<file path="src/rtl/quad_pkg.sv">
// Shared constants for the serial-to-quad deserializer.
// Lane indices map lane names onto the packed lane vector.
package quad_pkg;

  localparam int LANES = 4;
  localparam int CNT_W = 2;

  localparam logic [CNT_W-1:0] CNT_MAX = 2'd3;

  localparam int LANE_A = 3;
  localparam int LANE_B = 2;
  localparam int LANE_C = 1;
  localparam int LANE_D = 0;

  function automatic logic [LANES-1:0] rev_lanes(
    input logic [LANES-1:0] v
  );
    logic [LANES-1:0] r;
    for (int i = 0; i < LANES; i++) begin
      r[i] = v[LANES-1-i];
    end
    return r;
  endfunction

endpackage

</file>
<file path="src/rtl/quad_reduce.sv">
// Four-lane reduction: all-set and any-set flags.
// Purely combinational; feeds the output register.
module quad_reduce
  import quad_pkg::*;
(
  input  logic [LANES-1:0] lanes,
  output logic             all_set,
  output logic             any_set
);

  assign all_set = &lanes;
  assign any_set = |lanes;

endmodule

</file>
<file path="src/rtl/quad_deser.sv">
// Serial-to-quad deserializer with a registered valid/ready
// output stage and sync-driven frame restart.
module quad_deser
  import quad_pkg::*;
#(
  parameter bit MSB_FIRST = 1'b1
) (
  input  logic clk,
  input  logic rst_n,
  input  logic sin,
  input  logic sin_valid,
  output logic sin_ready,
  input  logic sync,
  output logic out_a,
  output logic out_b,
  output logic out_c,
  output logic out_d,
  output logic all_set,
  output logic any_set,
  output logic out_valid,
  input  logic out_ready,
  output logic frame_err
);

  logic [CNT_W-1:0] cnt;
  logic [2:0]       part;
  logic [LANES-1:0] lane_q;
  logic [LANES-1:0] frame;
  logic [LANES-1:0] lane_nxt;
  logic             all_nxt;
  logic             any_nxt;
  logic             all_q;
  logic             any_q;
  logic             acc;
  logic             last;
  logic             load;

  // sync restarts the frame, so the 4th-bit stall never applies
  assign last      = (cnt == CNT_MAX);
  assign sin_ready = sync | ~last | ~out_valid | out_ready;
  assign acc       = sin_valid & sin_ready;
  assign load      = acc & ~sync & last;

  assign frame    = {part[0], part[1], part[2], sin};
  assign lane_nxt = MSB_FIRST ? frame : rev_lanes(frame);

  quad_reduce u_reduce (
    .lanes   (lane_nxt),
    .all_set (all_nxt),
    .any_set (any_nxt)
  );

  always_ff @(posedge clk or negedge rst_n) begin
    if (!rst_n) begin
      cnt       <= '0;
      part      <= '0;
      frame_err <= 1'b0;
    end else begin
      frame_err <= sync & (cnt != '0);
      if (sync) begin
        cnt <= acc ? CNT_W'(1) : '0;
        if (acc) part[0] <= sin;
      end else if (acc) begin
        cnt <= last ? '0 : cnt + 1'b1;
        unique case (1'b1)
          cnt == 2'd0: part[0] <= sin;
          cnt == 2'd1: part[1] <= sin;
          cnt == 2'd2: part[2] <= sin;
          last:        ;
        endcase
      end
    end
  end

  always_ff @(posedge clk or negedge rst_n) begin
    if (!rst_n) begin
      lane_q    <= '0;
      all_q     <= 1'b0;
      any_q     <= 1'b0;
      out_valid <= 1'b0;
    end else if (load) begin
      lane_q    <= lane_nxt;
      all_q     <= all_nxt;
      any_q     <= any_nxt;
      out_valid <= 1'b1;
    end else if (out_ready) begin
      out_valid <= 1'b0;
    end
  end

  assign out_a   = lane_q[LANE_A];
  assign out_b   = lane_q[LANE_B];
  assign out_c   = lane_q[LANE_C];
  assign out_d   = lane_q[LANE_D];
  assign all_set = all_q;
  assign any_set = any_q;

endmodule

</file>
<file path="config.mk">
export PLATFORM = sky130hd
export DESIGN_NAME = quad_deser
export DESIGN_NICKNAME = d
export VERILOG_FILES = /design/src/rtl/quad_pkg.sv /design/src/rtl/quad_reduce.sv /design/src/rtl/quad_deser.sv
export SDC_FILE = /design/constraint.sdc
export NUM_CORES = 1
export LEC_CHECK = 0
export CAP_MARGIN = 20
export CORE_UTILIZATION = 42
export DETAILED_ROUTE_END_ITERATION = 10
export PLACE_DENSITY = 0.73
export SETUP_SLACK_MARGIN = 0.3
export SYNTH_ARGS = -nofsm -noshare
export SYNTH_HDL_FRONTEND = slang
export SYNTH_SLANG_ARGS = --single-unit
</file>
<file path="constraint.sdc">
create_clock -name clk -period 1.4 [get_ports clk]
set_input_delay 0.28 -clock clk [delete_from_list [all_inputs] [get_ports clk]]
set_output_delay 0.28 -clock clk [all_outputs]
set_load 0.005 [all_outputs]
</file>
### Word level (Yosys, flattened, before mapping)

Cells that the tools add are included.

| word-level totals | value |
|---|---|
| bits in registers | 13 |

| cells by class | value |
|---|---|
| equality and inequality tests | 3 |
| bitwise logic cells | 10 |
| muxes and demuxes | 10 |
| reduce and logical (&&, ||, !) cells | 10 |
| $add $sub $neg | 1 |

Operator list:

| operator | number |
|---|---|
| nonzero test 2 bit | 4 |
| 2-to-1 mux 1 bit | 7 |
| 2-to-1 mux 2 bit | 3 |
| AND reduction 3 bit | 2 |
| AND 1 bit | 4 |
| == test 2 bit (second input constant) | 2 |
| AND reduction 4 bit | 1 |
| OR reduction 4 bit | 1 |
| NOT 1 bit | 3 |
| bitwise OR 1 bit | 3 |
| adder 2 x 1 -> 2 bit (second input constant) | 1 |
| == test 2 x 1 -> 1 bit (second input constant) | 1 |
| logical NOT 2 bit | 1 |
| AND reduction 2 bit | 1 |

### Logic depth before layout (Yosys ltp)

| depth | value |
|---|---|
| depth in word-level cells | 9 |
| depth in mapped cells | 5 |
| depth with buffers taken out | 5 |

### Modules after synthesis

Synthesis repeated with hierarchy kept, for this count alone.

| second synthesis, totals | value |
|---|---|
| cells, all modules | 50 |
| area, all modules | 635.6 sq um |

Modules (own cells, without submodules):

| module | area each (sq um) | times used | sequential area each (sq um) | cells each |
|---|---|---|---|---|
| quad_deser | 618.1 | 1 | 325.3 | 48 |
| quad_reduce | 17.5 | 1 | 0.0 | 2 |

### Worst setup path after synthesis

Ideal clock, no wire load.

| timing path | value |
|---|---|
| kind | register to register |
| start point | reg cnt[0] |
| end point | reg part[1] |
| data required time | 1.272 ns |
| arrival | 1.383 ns |
| cell stages (with the launch flop) | 5 |
| library setup time | 0.128 ns |
| setup slack | -0.110 ns |
| buffers on the path | 0 |
| path through | dfrtp_1 -> ha_1 -> nor4bb_4 -> nor4bb_1 -> mux2_1 |

| between the ends | value |
|---|---|
| longest elaborated chain between the ends | 7 |
| elaborated cells on any way between the ends | 8 |
| classes of those cells | eq/ne (2); bitwise (5); reduce/logical (1) |

Ends and longest elaborated chain:

| what | line | text |
|---|---|---|
| start: declaration | quad_deser.sv:25 | `logic [CNT_W-1:0] cnt;` |
| start signal: assignment | quad_deser.sv:61 | `cnt <= acc ? CNT_W'(1) : '0;` |
| start signal: assignment | quad_deser.sv:64 | `cnt <= last ? '0 : cnt + 1'b1;` |
| == test 2 bit | quad_deser.sv:39 | `assign last = (cnt == CNT_MAX);` |
| NOT 1 bit | quad_deser.sv:40 | `assign sin_ready = sync \| ~last \| ~out_valid \| out_ready;` |
| bitwise OR 1 bit (3 in a row) | quad_deser.sv:40 |  |
| AND 1 bit | quad_deser.sv:41 | `assign acc = sin_valid & sin_ready;` |
| AND reduction 3 bit (no line) * | - |  |
| end signal: assignment | quad_deser.sv:67 | `cnt == 2'd1: part[1] <= sin;` |
| end: declaration | quad_deser.sv:26 | `logic [2:0] part;` |

Mark *: on every way between the ends. The rest lies on a longest branch, timed or not.
A chain may end at the register's enable or synchronous reset.

### Worst setup path after layout

Ends and elaborated chain as after synthesis.

==> key figures <==
Floorplanning
  – Die Ht: 41.8 um
  – IO Pins: 15
  – Core area: 1490 um2
  – Initial core utilization: 44.7%
  – Row count: 14
  – Die width: between 40 and 50 um
  – Die Area: 1750 um2

Worst setup path
  – Cell family with most CP delay: simple AND/OR/NAND/NOR gates
  – Cell depth of the worst setup path: 5
  – WP buf/inv: 1
  – CP required: 1.56 ns
  – CP Class: reg2reg
  – Worst-case reg-to-reg path depth: 5
  – CP max-delay cell: dfrtp_1
  – Crit-path max FO: 4
  – CP max stage delay: between 0.4 and 0.5 ns
  – Crit-path cells: ha_4, nor4bb_4, buf_4, nor4bb_4, mux2_4
  – Most frequent CP cell: nor4bb_4
  – Crit path DAT: 1.80 ns
  – Worst setup EP type: register
  – Crit start category: register

Placed design
  – Final HPWL DP: 949 um
  – Port-buffer cells: 14
  – Post-place setup slack: -0.465 ns
  – Placed cells: 92
  – GPL Wtd Cong: 0.699

GRT
  – Largest net degree at the start of global routing: 14
  – First-pass GRT wire length: 2550 um
  – GRT Overall Usage: between 20% and 30%
  – Initial antenna violation count: 0
  – Vias in the first global route: ~550
  – Grt ovf: 0

CTS
  – Clock Sinks: 13
  – Clk Latency, worst-skew pair: about 0.27 ns
  – Clock buffer depth: 2
  – CTS tree: done
  – Total CTS buffers: 3
  – Root Buffer Master: clkbuf_4
  – Post-CTS Hold Buffers: 0
  – H-tree depth: 1
  – Register clock-pin slew on the reported worst setup and hold paths: about 0.07 ns

Logic synthesis
  – Asr flop ratio synth: 100%
  – Post-Syn Area: 666 um2
  – Post-synthesis register bit count: 13
  – Yosys cell types: 18
  – Synth Net Count: 61
  – Synth top area share: 48.9%
  – Cells after Synth: 51
  – Top cells by area, synth: dfrtp_1 (49%), mux2_4 (11%), ha_1 (7.5%)
  – Syn avg cell area: 13.1 um2
  – Number of synthesized flops with an enable pin: 0
  – Top FF cell, synth: dfrtp_1
  – Post-synthesis sequential area ratio: 48.9%
  – Synth Warn #: 0
  – Area leader, netlist: dfrtp_1

Detailed routing
  – Drt via density: 4.83
  – DR WL/cell: 14.7 um
  – Via count: 517
  – Antenna Nets Post-Route: 0
  – Drt initial violations: 7
  – Final wirelength: 1570 um
  – Drt pass-1 iters: 2
  – Residual DRC: 0

STA
  – Final setup vio count: 11
  – Final Cycle Share: 117%
  – Setup TNS Final: -1.70 ns
  – Fin crit period: 1.64 ns
  – Max-slew violation count: 0
  – Slew headroom: 81.7%
  – Max Clock Skew: between 0.0007 and 0.0008 ns
  – RSZ-0062 raised after global routing: true
  – Worst slew pin tran: 0.274 ns
  – Hold Fails Final Rpt: 0
  – Setup ws final: -0.240 ns
  – Max Clock Freq: 610 MHz

Power and ir drop
  – Power per cell area: roughly 1200 nW/um2
  – Cell leakage power: 0.525 nW
  – Maximum VDD drop: 985 uV

Outcome
  – Outcome: finished with violations
  – Failing checks: negative setup slack

Cells and area
  – Nets: roughly 100
  – Share of cells above drive strength 1: 58.2%
  – Finished Layout Cells: 107
  – Diode count: 0
  – Synthesis-to-finish area growth: 65.0%
  – Layout Utilization: 73.8%

Min path
  – Hold WC Path Type: in2async

Run
  – Max-Cap Viols: 0
cell families after synthesis:
| group | after synthesis | share of synthesized area, % |
|---|---|---|
| adders and majority gates | 4 | 7.52 |
| buffers and inverters | 5 | 3.95 |
| muxes | 10 | 19.4 |
| and+or+nand+nor | 16 | 17.7 |
| DFF | 13 | 48.9 |
| AOI/OAI and AO/OA | 3 | 2.63 |
layout make-up:
cell class | instances | area (um2)
clock buffers | 4 | 26.3
fillers | 101 | 390
inverters | 4 | 17.5
multi-input cells | 33 | 402
flip-flops and latches | 13 | 325
well taps | 16 | 20.0
repair buffers | 37 | 308
synth_stat cells, types with 2 or more instances:
library cell  number
nand2_1            2
mux2i_1            2
nor2_1             2
mux2_1             3
ha_1               4
nand2b_1           3
dfrtp_1           13
inv_1              4
nor4bb_1           2
o21ai_0            2
mux2_4             5
nor2b_1            3
path summary, 6_finish.rpt:
path,slack (ns),end,from
setup / recovery,-0.24,part[1],cnt[0]
hold / removal,0.31,lane_q[1],rst_n
setup reg to reg,-0.24,part[1],cnt[0]
hold reg to reg,0.51,lane_q[2],lane_q[2]
max in group asynchronous,0.94,part[0],rst_n
min in group clk,0.51,lane_q[2],lane_q[2]
metrics by stage:
step	total power [mW]	cell area, um2	hold slack, ns
after global placement	0.937	920	0.494
final	1.27	1100	0.308
after detailed placement	0.954	920	0.498
after global routing	1.36	1100	0.311
after CTS	1.24	1060	0.308
after floorplan	0.706	668	-0.0156
report_power, final:
| part | internal, mW | switching (mW) |
|---|---|---|
| sequential | 0.480 | 0.0604 |
| clock | 0.110 | 0.115 |
| combinational | 0.341 | 0.164 |
sequential cells by signal, summed over array words and instances (netlist names):
| signal | flops |
|---|---|
| part | 3 |
| lane_q | 4 |
| frame_err | 1 |
| all_set | 1 |
| any_set | 1 |
| out_valid | 1 |
| cnt | 2 |
cells in the final DEF (no fill, tap or decap), drive strengths merged:
master,Yosys,routed
inv,4,4
nor4bb,3,3
ha,4,4
clkdlybuf4s50,0,4
mux2,8,8
clkbuf,0,5
nand2b,3,3
and3,1,1
buf,1,31
nand4,1,1
dlygate4sd2,0,1
dfrtp,13,13
or4,1,1
nand2,2,2
mux2i,2,2
o21ai,2,2
nor2,2,2
o31ai,1,1
nor2b,3,3
routing by layer:
metal | vias up | wire (um) | track usage, %
met5 | - | 0 | 0
met4 | 0 | 28 | 9.68
met3 | 4 | 55 | 5.65
met2 | 13 | 850 | 35.9
met1 | 239 | 634 | 21.9
li1 | 261 | - | -
timing repair:
action / CTS / global route
pin swaps: 4 / 4
setup buffers: 9 / 2
gates resized for setup: 52 / 9
setup endpoints to repair: 20 / 16
No activity file was read; power rests on OpenSTA's default activity.
